[src/rtl/spi_gate_burst.sv]
// spi_gate_burst: SPI host to internal port-bus gateway.
// Serial address phase, then data words; optional ADDR auto-increment.
// Ports:
//   CLK, RST         - system clock, synchronous active-high reset
//   SCLK, MOSI, nCS  - asynchronous SPI host inputs
//   MISO             - SPI data out (shift register MSB)
//   RXD, RXE         - received word and its one-cycle valid strobe
//   TXD, TXE         - transmit word from port, fetched while TXE high
//   ADDR, SEL        - port address and frame-active select
//   WCNT, DONE       - words completed in frame, end-of-frame strobe
module spi_gate_burst #(
  parameter int ADDR_W      = 8,
  parameter int DATA_W      = 8,
  parameter int WCNT_W      = 8,
  parameter int CS_FLT_TAPS = 3,
  parameter int AUTO_INC    = 0
) (
  input  logic              CLK,
  input  logic              RST,
  input  logic              SCLK,
  input  logic              MOSI,
  output logic              MISO,
  input  logic              nCS,
  output logic [DATA_W-1:0] RXD,
  input  logic [DATA_W-1:0] TXD,
  output logic [ADDR_W-1:0] ADDR,
  output logic              SEL,
  output logic              TXE,
  output logic              RXE,
  output logic [WCNT_W-1:0] WCNT,
  output logic              DONE
);

  localparam int MAXW = (ADDR_W > DATA_W)
                      ? ADDR_W : DATA_W;
  localparam int BC_W = $clog2(MAXW) + 1;

  localparam logic [BC_W-1:0] ADDR_LAST =
    BC_W'(ADDR_W - 1);
  localparam logic [BC_W-1:0] DATA_LAST =
    BC_W'(DATA_W - 1);

  typedef enum logic [1:0] {
    IDLE    = 2'd0,
    ADDR_PH = 2'd1,
    DATA_PH = 2'd2
  } state_t;

  state_t r_state;
  state_t w_next;

  logic                   r_sclk_in;
  logic                   r_sclk_d;
  logic                   r_data_in;
  logic [CS_FLT_TAPS-1:0] r_cs_sh;
  logic                   r_cs_in;
  logic [BC_W-1:0]        r_bcnt;
  logic [DATA_W-1:0]      r_shift;
  logic [DATA_W-1:0]      r_rxd;
  logic [ADDR_W-1:0]      r_addr;
  logic                   r_rxe;
  logic [WCNT_W-1:0]      r_wcnt;
  logic                   r_done;
  logic                   r_sel_q;
  logic                   r_tx1;
  logic                   r_tx2;

  logic              w_edge;
  logic              w_in_idle;
  logic              w_in_addr;
  logic              w_in_data;
  logic              w_frame_start;
  logic              w_addr_bit;
  logic              w_data_bit;
  logic              w_addr_last;
  logic              w_word_last;
  logic              w_sel;
  logic              w_txe_trig;
  logic              w_load;
  logic [DATA_W-1:0] w_shift_nxt;

  // Input registers: one stage for SCLK/MOSI, edge detect
  always_ff @(posedge CLK) begin
    if (RST) begin
      r_sclk_in <= 1'b0;
      r_sclk_d  <= 1'b0;
      r_data_in <= 1'b0;
    end else begin
      r_sclk_in <= SCLK;
      r_sclk_d  <= r_sclk_in;
      r_data_in <= MOSI;
    end
  end

  assign w_edge = r_sclk_in & ~r_sclk_d;

  // Chip-select filter: cs_in only moves on a
  // unanimous tap vector, so short glitches are held out
  always_ff @(posedge CLK) begin
    if (RST) begin
      r_cs_sh <= '0;
      r_cs_in <= 1'b0;
    end else begin
      r_cs_sh <= {r_cs_sh[CS_FLT_TAPS-2:0], ~nCS};
      if (&r_cs_sh)
        r_cs_in <= 1'b1;
      else if (~|r_cs_sh)
        r_cs_in <= 1'b0;
    end
  end

  // Frame state register
  always_ff @(posedge CLK) begin
    if (RST)
      r_state <= IDLE;
    else
      r_state <= w_next;
  end

  // Next state and phase decode
  always_comb begin
    w_next    = r_state;
    w_in_idle = 1'b0;
    w_in_addr = 1'b0;
    w_in_data = 1'b0;
    unique case (r_state)
      IDLE: begin
        w_in_idle = 1'b1;
        if (r_cs_in)
          w_next = ADDR_PH;
      end
      ADDR_PH: begin
        w_in_addr = 1'b1;
        if (!r_cs_in)
          w_next = IDLE;
        else if (w_edge && r_bcnt == ADDR_LAST)
          w_next = DATA_PH;
      end
      DATA_PH: begin
        w_in_data = 1'b1;
        if (!r_cs_in)
          w_next = IDLE;
      end
      default: begin
        w_next = IDLE;
      end
    endcase
  end

  assign w_frame_start = w_in_idle & r_cs_in;
  assign w_addr_bit    = w_in_addr & w_edge & r_cs_in;
  assign w_data_bit    = w_in_data & w_edge & r_cs_in;
  assign w_addr_last   = w_addr_bit
                       & (r_bcnt == ADDR_LAST);
  assign w_word_last   = w_data_bit
                       & (r_bcnt == DATA_LAST);
  assign w_shift_nxt   = {r_shift[DATA_W-2:0],
                          r_data_in};

  assign w_sel      = w_in_data;
  // Fetch after SEL rises and after every received word
  assign w_txe_trig = (w_sel & ~r_sel_q) | r_rxe;
  assign w_load     = r_tx2;

  // Bit counter, shared by both phases
  always_ff @(posedge CLK) begin
    if (RST) begin
      r_bcnt <= '0;
    end else if (w_frame_start) begin
      r_bcnt <= '0;
    end else if (w_addr_bit) begin
      if (w_addr_last)
        r_bcnt <= '0;
      else
        r_bcnt <= r_bcnt + BC_W'(1);
    end else if (w_data_bit) begin
      if (w_word_last)
        r_bcnt <= '0;
      else
        r_bcnt <= r_bcnt + BC_W'(1);
    end
  end

  // Address register: serial load, then optional
  // post-word increment one cycle after RXE
  always_ff @(posedge CLK) begin
    if (RST) begin
      r_addr <= '0;
    end else if (w_addr_bit) begin
      r_addr <= {r_addr[ADDR_W-2:0], r_data_in};
    end else if (AUTO_INC != 0 && r_rxe) begin
      r_addr <= r_addr + ADDR_W'(1);
    end
  end

  // Data shift register: TXD load wins over a sample
  always_ff @(posedge CLK) begin
    if (RST)
      r_shift <= '0;
    else if (w_load)
      r_shift <= TXD;
    else if (w_data_bit)
      r_shift <= w_shift_nxt;
  end

  // Receive word, strobe and word counter
  always_ff @(posedge CLK) begin
    if (RST) begin
      r_rxd  <= '0;
      r_rxe  <= 1'b0;
      r_wcnt <= '0;
    end else begin
      r_rxe <= w_word_last;
      if (w_word_last)
        r_rxd <= w_shift_nxt;
      if (w_frame_start)
        r_wcnt <= '0;
      else if (w_word_last)
        r_wcnt <= r_wcnt + WCNT_W'(1);
    end
  end

  // Transmit fetch window and end-of-frame strobe
  always_ff @(posedge CLK) begin
    if (RST) begin
      r_sel_q <= 1'b0;
      r_tx1   <= 1'b0;
      r_tx2   <= 1'b0;
      r_done  <= 1'b0;
    end else begin
      r_sel_q <= w_sel;
      r_tx1   <= w_txe_trig & w_sel & r_cs_in;
      r_tx2   <= r_tx1 & r_cs_in;
      r_done  <= w_in_data & ~r_cs_in;
    end
  end

  assign MISO = r_shift[DATA_W-1];
  assign RXD  = r_rxd;
  assign ADDR = r_addr;
  assign SEL  = w_sel;
  assign TXE  = r_tx1 | r_tx2;
  assign RXE  = r_rxe;
  assign WCNT = r_wcnt;
  assign DONE = r_done;

endmodule

[config.mk]
export PLATFORM = sky130hd
export DESIGN_NAME = spi_gate_burst
export DESIGN_NICKNAME = d
export VERILOG_FILES = /design/src/rtl/spi_gate_burst.sv
export SDC_FILE = /design/constraint.sdc
export NUM_CORES = 1
export LEC_CHECK = 0
export BUFFER_PORTS_ARGS = -buffer_cell sky130_fd_sc_hd__buf_2
export CORE_MARGIN = 2
export CORE_UTILIZATION = 48
export DETAILED_ROUTE_END_ITERATION = 10
export PLACE_DENSITY = 0.72
export SLEW_MARGIN = 20
export SYNTH_ARGS = -nofsm -noshare
export SYNTH_HDL_FRONTEND = slang
export SYNTH_SLANG_ARGS = --single-unit
[constraint.sdc]
create_clock -name CLK -period 1.7 [get_ports CLK]
set_input_delay 0.085 -clock CLK [delete_from_list [all_inputs] [get_ports CLK]]
set_output_delay 0.085 -clock CLK [all_outputs]
set_load 0.005 [all_outputs]
Word-level counts from Yosys, hierarchy flattened. Cells that the tools add are included.

Register bits after elaboration: 50. Output and inout port bits: 29. Word-level logic and storage cells: 68.

Add/sub/neg operators: 2. Equality and inequality tests: 7. Multiplexer cells: 16. Bitwise gates (word level): 19. Reduce and logical (&&, ||, !) cells: 8.

Operator list (count): 4-bit two-way mux (4); 8-bit two-way mux (2); 1-bit bitwise AND (13); 8-bit by 1-bit adder with 8-bit output (second input constant) (1); 2-bit two-way mux (4); 2-bit inequality test (second input constant) (3); 2-bit one-hot mux with 3 select lines (1); 3-bit AND reduction (2); 1-bit two-way mux (5); 4-bit by 1-bit adder with 4-bit output (second input constant) (1); 4-bit by 3-bit == test with 1-bit output (second input constant) (1); 1-bit NOT (4); 2-bit nonzero test (2); 3-bit inequality test (second input constant) (1); 3-bit OR reduction (1); 2-bit by 1-bit == test with 1-bit output (second input constant) (1); 2-bit == test (second input constant) (1); 2-bit zero test (1); 1-bit bitwise OR (2); 2-bit OR reduction (1); 1-bit logical AND (1).

Logic depth before layout (Yosys ltp).
Depth after elaboration: 8. Gate-level depth with buffers: 7. Mapped depth without buffers: 5.

Worst setup path after synthesis. Ideal clock, no wire load.

Kind: register -> register. Start: reg r_bcnt[0]. End: reg r_wcnt[7] (netlist: WCNT[7]). Arrival: 1527 ps. Data required time: 1579 ps. Setup slack: 52 ps. Stages on the path, launching flop included: 5. Path through: dfxtp_1 ha_1 nand3b_4 or4_4 mux2_4.

Word-level cells in the longest chain between the ends: 2.

Ends and longest elaborated chain: start, declared (RTL line 57) `logic [BC_W-1:0] r_bcnt;`; start signal, assigned (RTL line 175) `r_bcnt <= r_bcnt + BC_W'(1);`; start signal, assigned (RTL line 180) `r_bcnt <= r_bcnt + BC_W'(1);`; 4-bit by 3-bit == test with 1-bit output (RTL line 156) `& (r_bcnt == DATA_LAST);`; 1-bit bitwise AND (RTL line 156); end signal, assigned (RTL line 219) `r_wcnt <= r_wcnt + WCNT_W'(1);`; end, declared (RTL line 62) `logic [WCNT_W-1:0] r_wcnt;`.

No other way between the ends. A chain may end at the register's enable or synchronous reset.

Worst setup path after layout. Ends and elaborated chain as after synthesis.

==> impl_results.md <==
- Number of global-route vias before repair: 1491
- Slew @ Worst Pin: 0.5463 ns
- Reg-to-reg slack, setup: 0.1 ns
- Residual DRC: 0
- Row count: 23
- Grt ovf: 0
- Crit path from: r_bcnt[0]$_SDFFE_PP0P_
- Rel. slew slack: 63.53%
- GPL Wtd Cong: 0.8063
- Gr usage total: 18.67%
- Number of vias per cell: 5.048
- Synthesized flop and latch total: 50
- Final net count: 296
- Async SR Flop Fraction: 0%
- Critical Path RT: 1.89 ns
- Net Count, Synth: 239
- Tcrit/Tclk final: 94.12%
- Multi-input gate area in the final layout: 903.4 um^2
- Clk_skew: 0.008972 ns
- Power per standard cell area: 820.2 nW/um^2
- Pleak: 1.094 nW
- Clock Sinks: 50
- Reg2Reg Launch Point: r_bcnt[0]$_SDFFE_PP0P_
- Hold WC Path Type: input pin to register
- Hold Slack: 0.02544 ns
- RSZ-0062 raised after global routing: no
- Fin. Hold Viols: 0
- Die ar.: 4711 um^2
- Max_cap viols: 0
- Via count: 1671
- Setup violations, final: 0
- Reg2Reg Depth: 4
- DR iter-0 viols: 61
- Share of cells above drive strength 1: 26.69%
- Commonest non-fill, non-tap cell in the layout: dfxtp_1
- Area of the core: 4000 um^2
- Number of fill cells: 374
- CTS Root Cell: clkbuf_8
- Clock Latency Late Sink: 0.30 ns
- Total CTS buffers: 5
- Max-slew violation count: 0
- Worst path slowest cell: or4_4
- Status: completed
- TNS Setup: 0 ns
- Crit path to: WCNT[7]$_SDFFE_PP0P_
- # diodes: 0
- Final WL: 4.084 mm
- Sequential area share after synthesis: 49.91%
- Worst VDD drop: 0.5634 mV
- CTS resizes: 0
- Max H-tree Level: 2
- Fmax: 625.0 MHz
- FF-to-FF End: WCNT[7]$_SDFFE_PP0P_
- Post-Synthesis Cells: 224
- Die Span X: 68.64 um
- Reg area: 1001 um^2
- First-pass GRT wire length: 6.541 mm
- Post-route ant nets: 0
- Startpoint types: register
- CP arrival: 1.79 ns
- Post-DP HPWL: 2.933 mm
- Number of synthesized flops with an enable pin: 0
- Top_reg_cell synth: dfxtp_1
- Area grow syn2layout: 24.95%
- Largest stage delay, worst path: 0.51 ns
- Crit end category: register
- Worst-path maximum fanout: 4
- Cell Chain, Critical Path: ha_1 -> nand3b_4 -> or4_4 -> mux2_4
- Distinct cells, synth: 34
- Crit path kind: register to register
- I/O pins: 42
- Initial antenna violation count: 0
- Die height: 68.64 um
- Max clock buf depth: 2
- Port bufs: 41
- Syn Area/Cell: 8.954 um^2
- First-pass DRT Iterations: 4
- Setup repair bufs after CTS: 0
- Most frequent cells in the layout: dfxtp_1 (50), buf_2 (41), nand2_1 (33)
- Clock transition at the registers of the reported paths: 0.09 ns
- CTS tree: yes
- Largest net degree at the start of global routing: 24
- Synth Cell Area: 2006 um^2
- Syn. warnings: 0
- Routed len/inst: 12.34 um
- Min cycle time layout: 1.600 ns
- # hold bufs at CTS: 3
- Initial Utilization: 50.14%
[registers in the layout (all words and copies together) (netlist names)]
register / count
ADDR: 8
RXD: 8
WCNT: 8
r_shift: 8
r_bcnt: 4
r_cs_sh: 3
r_state: 2
DONE: 1
RXE: 1
r_cs_in: 1
r_data_in: 1
r_sclk_d: 1
r_sclk_in: 1
r_sel_q: 1
r_tx1: 1
r_tx2: 1
[how the worst min path moves through the flow]
stage                     cells after the start  slack [ns]                       to  startpoint
after floorplan                               1        0.16    r_cs_sh[0]$_SDFF_PP0_         nCS
after global placement                        2        0.24    r_cs_sh[0]$_SDFF_PP0_         nCS
after detailed placement                      2        0.25    r_cs_sh[0]$_SDFF_PP0_         nCS
after CTS                                     3        0.02  r_shift[2]$_SDFFE_PP0P_      TXD[2]
after global routing                          3        0.04  r_shift[4]$_SDFFE_PP0P_      TXD[4]
final                                         3        0.03  r_shift[4]$_SDFFE_PP0P_      TXD[4]
[cells by family (layout without fill, tap and decap cells)]
logic type               after synthesis  count (layout)  share of synthesized area, %
AO/OA/AOI/OAI                         34              34                         10.29
multiplexers                          10              10                         5.240
flip-flops                            50              50                         49.91
adder cells (fa/ha/maj)                2               2                         1.247
buffers and inverters                 24              81                         5.053
AND/OR/NAND/NOR                       96              96                         24.77
XOR/XNOR                               8               8                         3.494
[Yosys cell counts, types with 4 or more instances]
cell type,n,area share (%)
xnor2_1,7,3.1
nor3_1,4,1.0
dfxtp_1,50,50
clkbuf_1,8,1.5
mux2i_1,9,4.5
nand2_1,33,6.2
nor4_1,4,1.2
nor2_1,24,4.5
inv_1,11,2.1
a221oi_1,8,3.5
a21oi_1,21,5.2
nor2b_1,7,2.2
nand3_1,5,1.2
[critical path: cells and delay by family, from the launching register on]
family                     cells  cell delay, ns
and+or+nand+nor                2            0.59
adders and majority gates      1            0.22
DFF                            1            0.37
muxes                          1            0.30
[through the flow]
step	power, mW	utilization, %	setup WS [ns]	cell area (um^2)	instances
final	2.056	62.65	0.09993	2506	331
after detailed placement	1.255	59.21	0.1066	2369	321
after global routing	2.123	62.65	0.05002	2506	331
after CTS	2.067	62.65	0.09229	2506	331
after floorplan	1.233	-	0.05170	2006	224
after global placement	1.255	59.21	0.1330	2369	321
[area by class of cell]
cell class / instances / share of cell area [%]
Clock buffer: 5 / 2.746
Clock inverter: 2 / 1.548
Inverter: 11 / 1.648
Multi-Input combinational cell: 150 / 36.05
Sequential cell: 50 / 39.94
Tap cell: 50 / 2.496
Timing Repair Buffer: 63 / 15.58
[layer usage]
| layer | part of all wire (%) | vias to the layer above | routed length, um | GRT usage, % |
|---|---|---|---|---|
| met3 | 5.8 | 6 | 238 | 5.357 |
| met2 | 43 | 41 | 1774 | 29.93 |
| met4 | 1.4 | 0 | 57 | 6.750 |
| met1 | 49 | 759 | 2014 | 23.86 |
| li1 | - | 865 | - | - |
| met5 | 0 | - | 0 | 0 |
[power by group]
group	leakage, nW	internal [mW]	switching [mW]
clock network	0.0542	0.433	0.390
logic	0.636	0.0246	0.0272
registers	0.404	1.18	0.00440
total	1.09	1.63	0.421
Power figures use the tool's default switching activity.
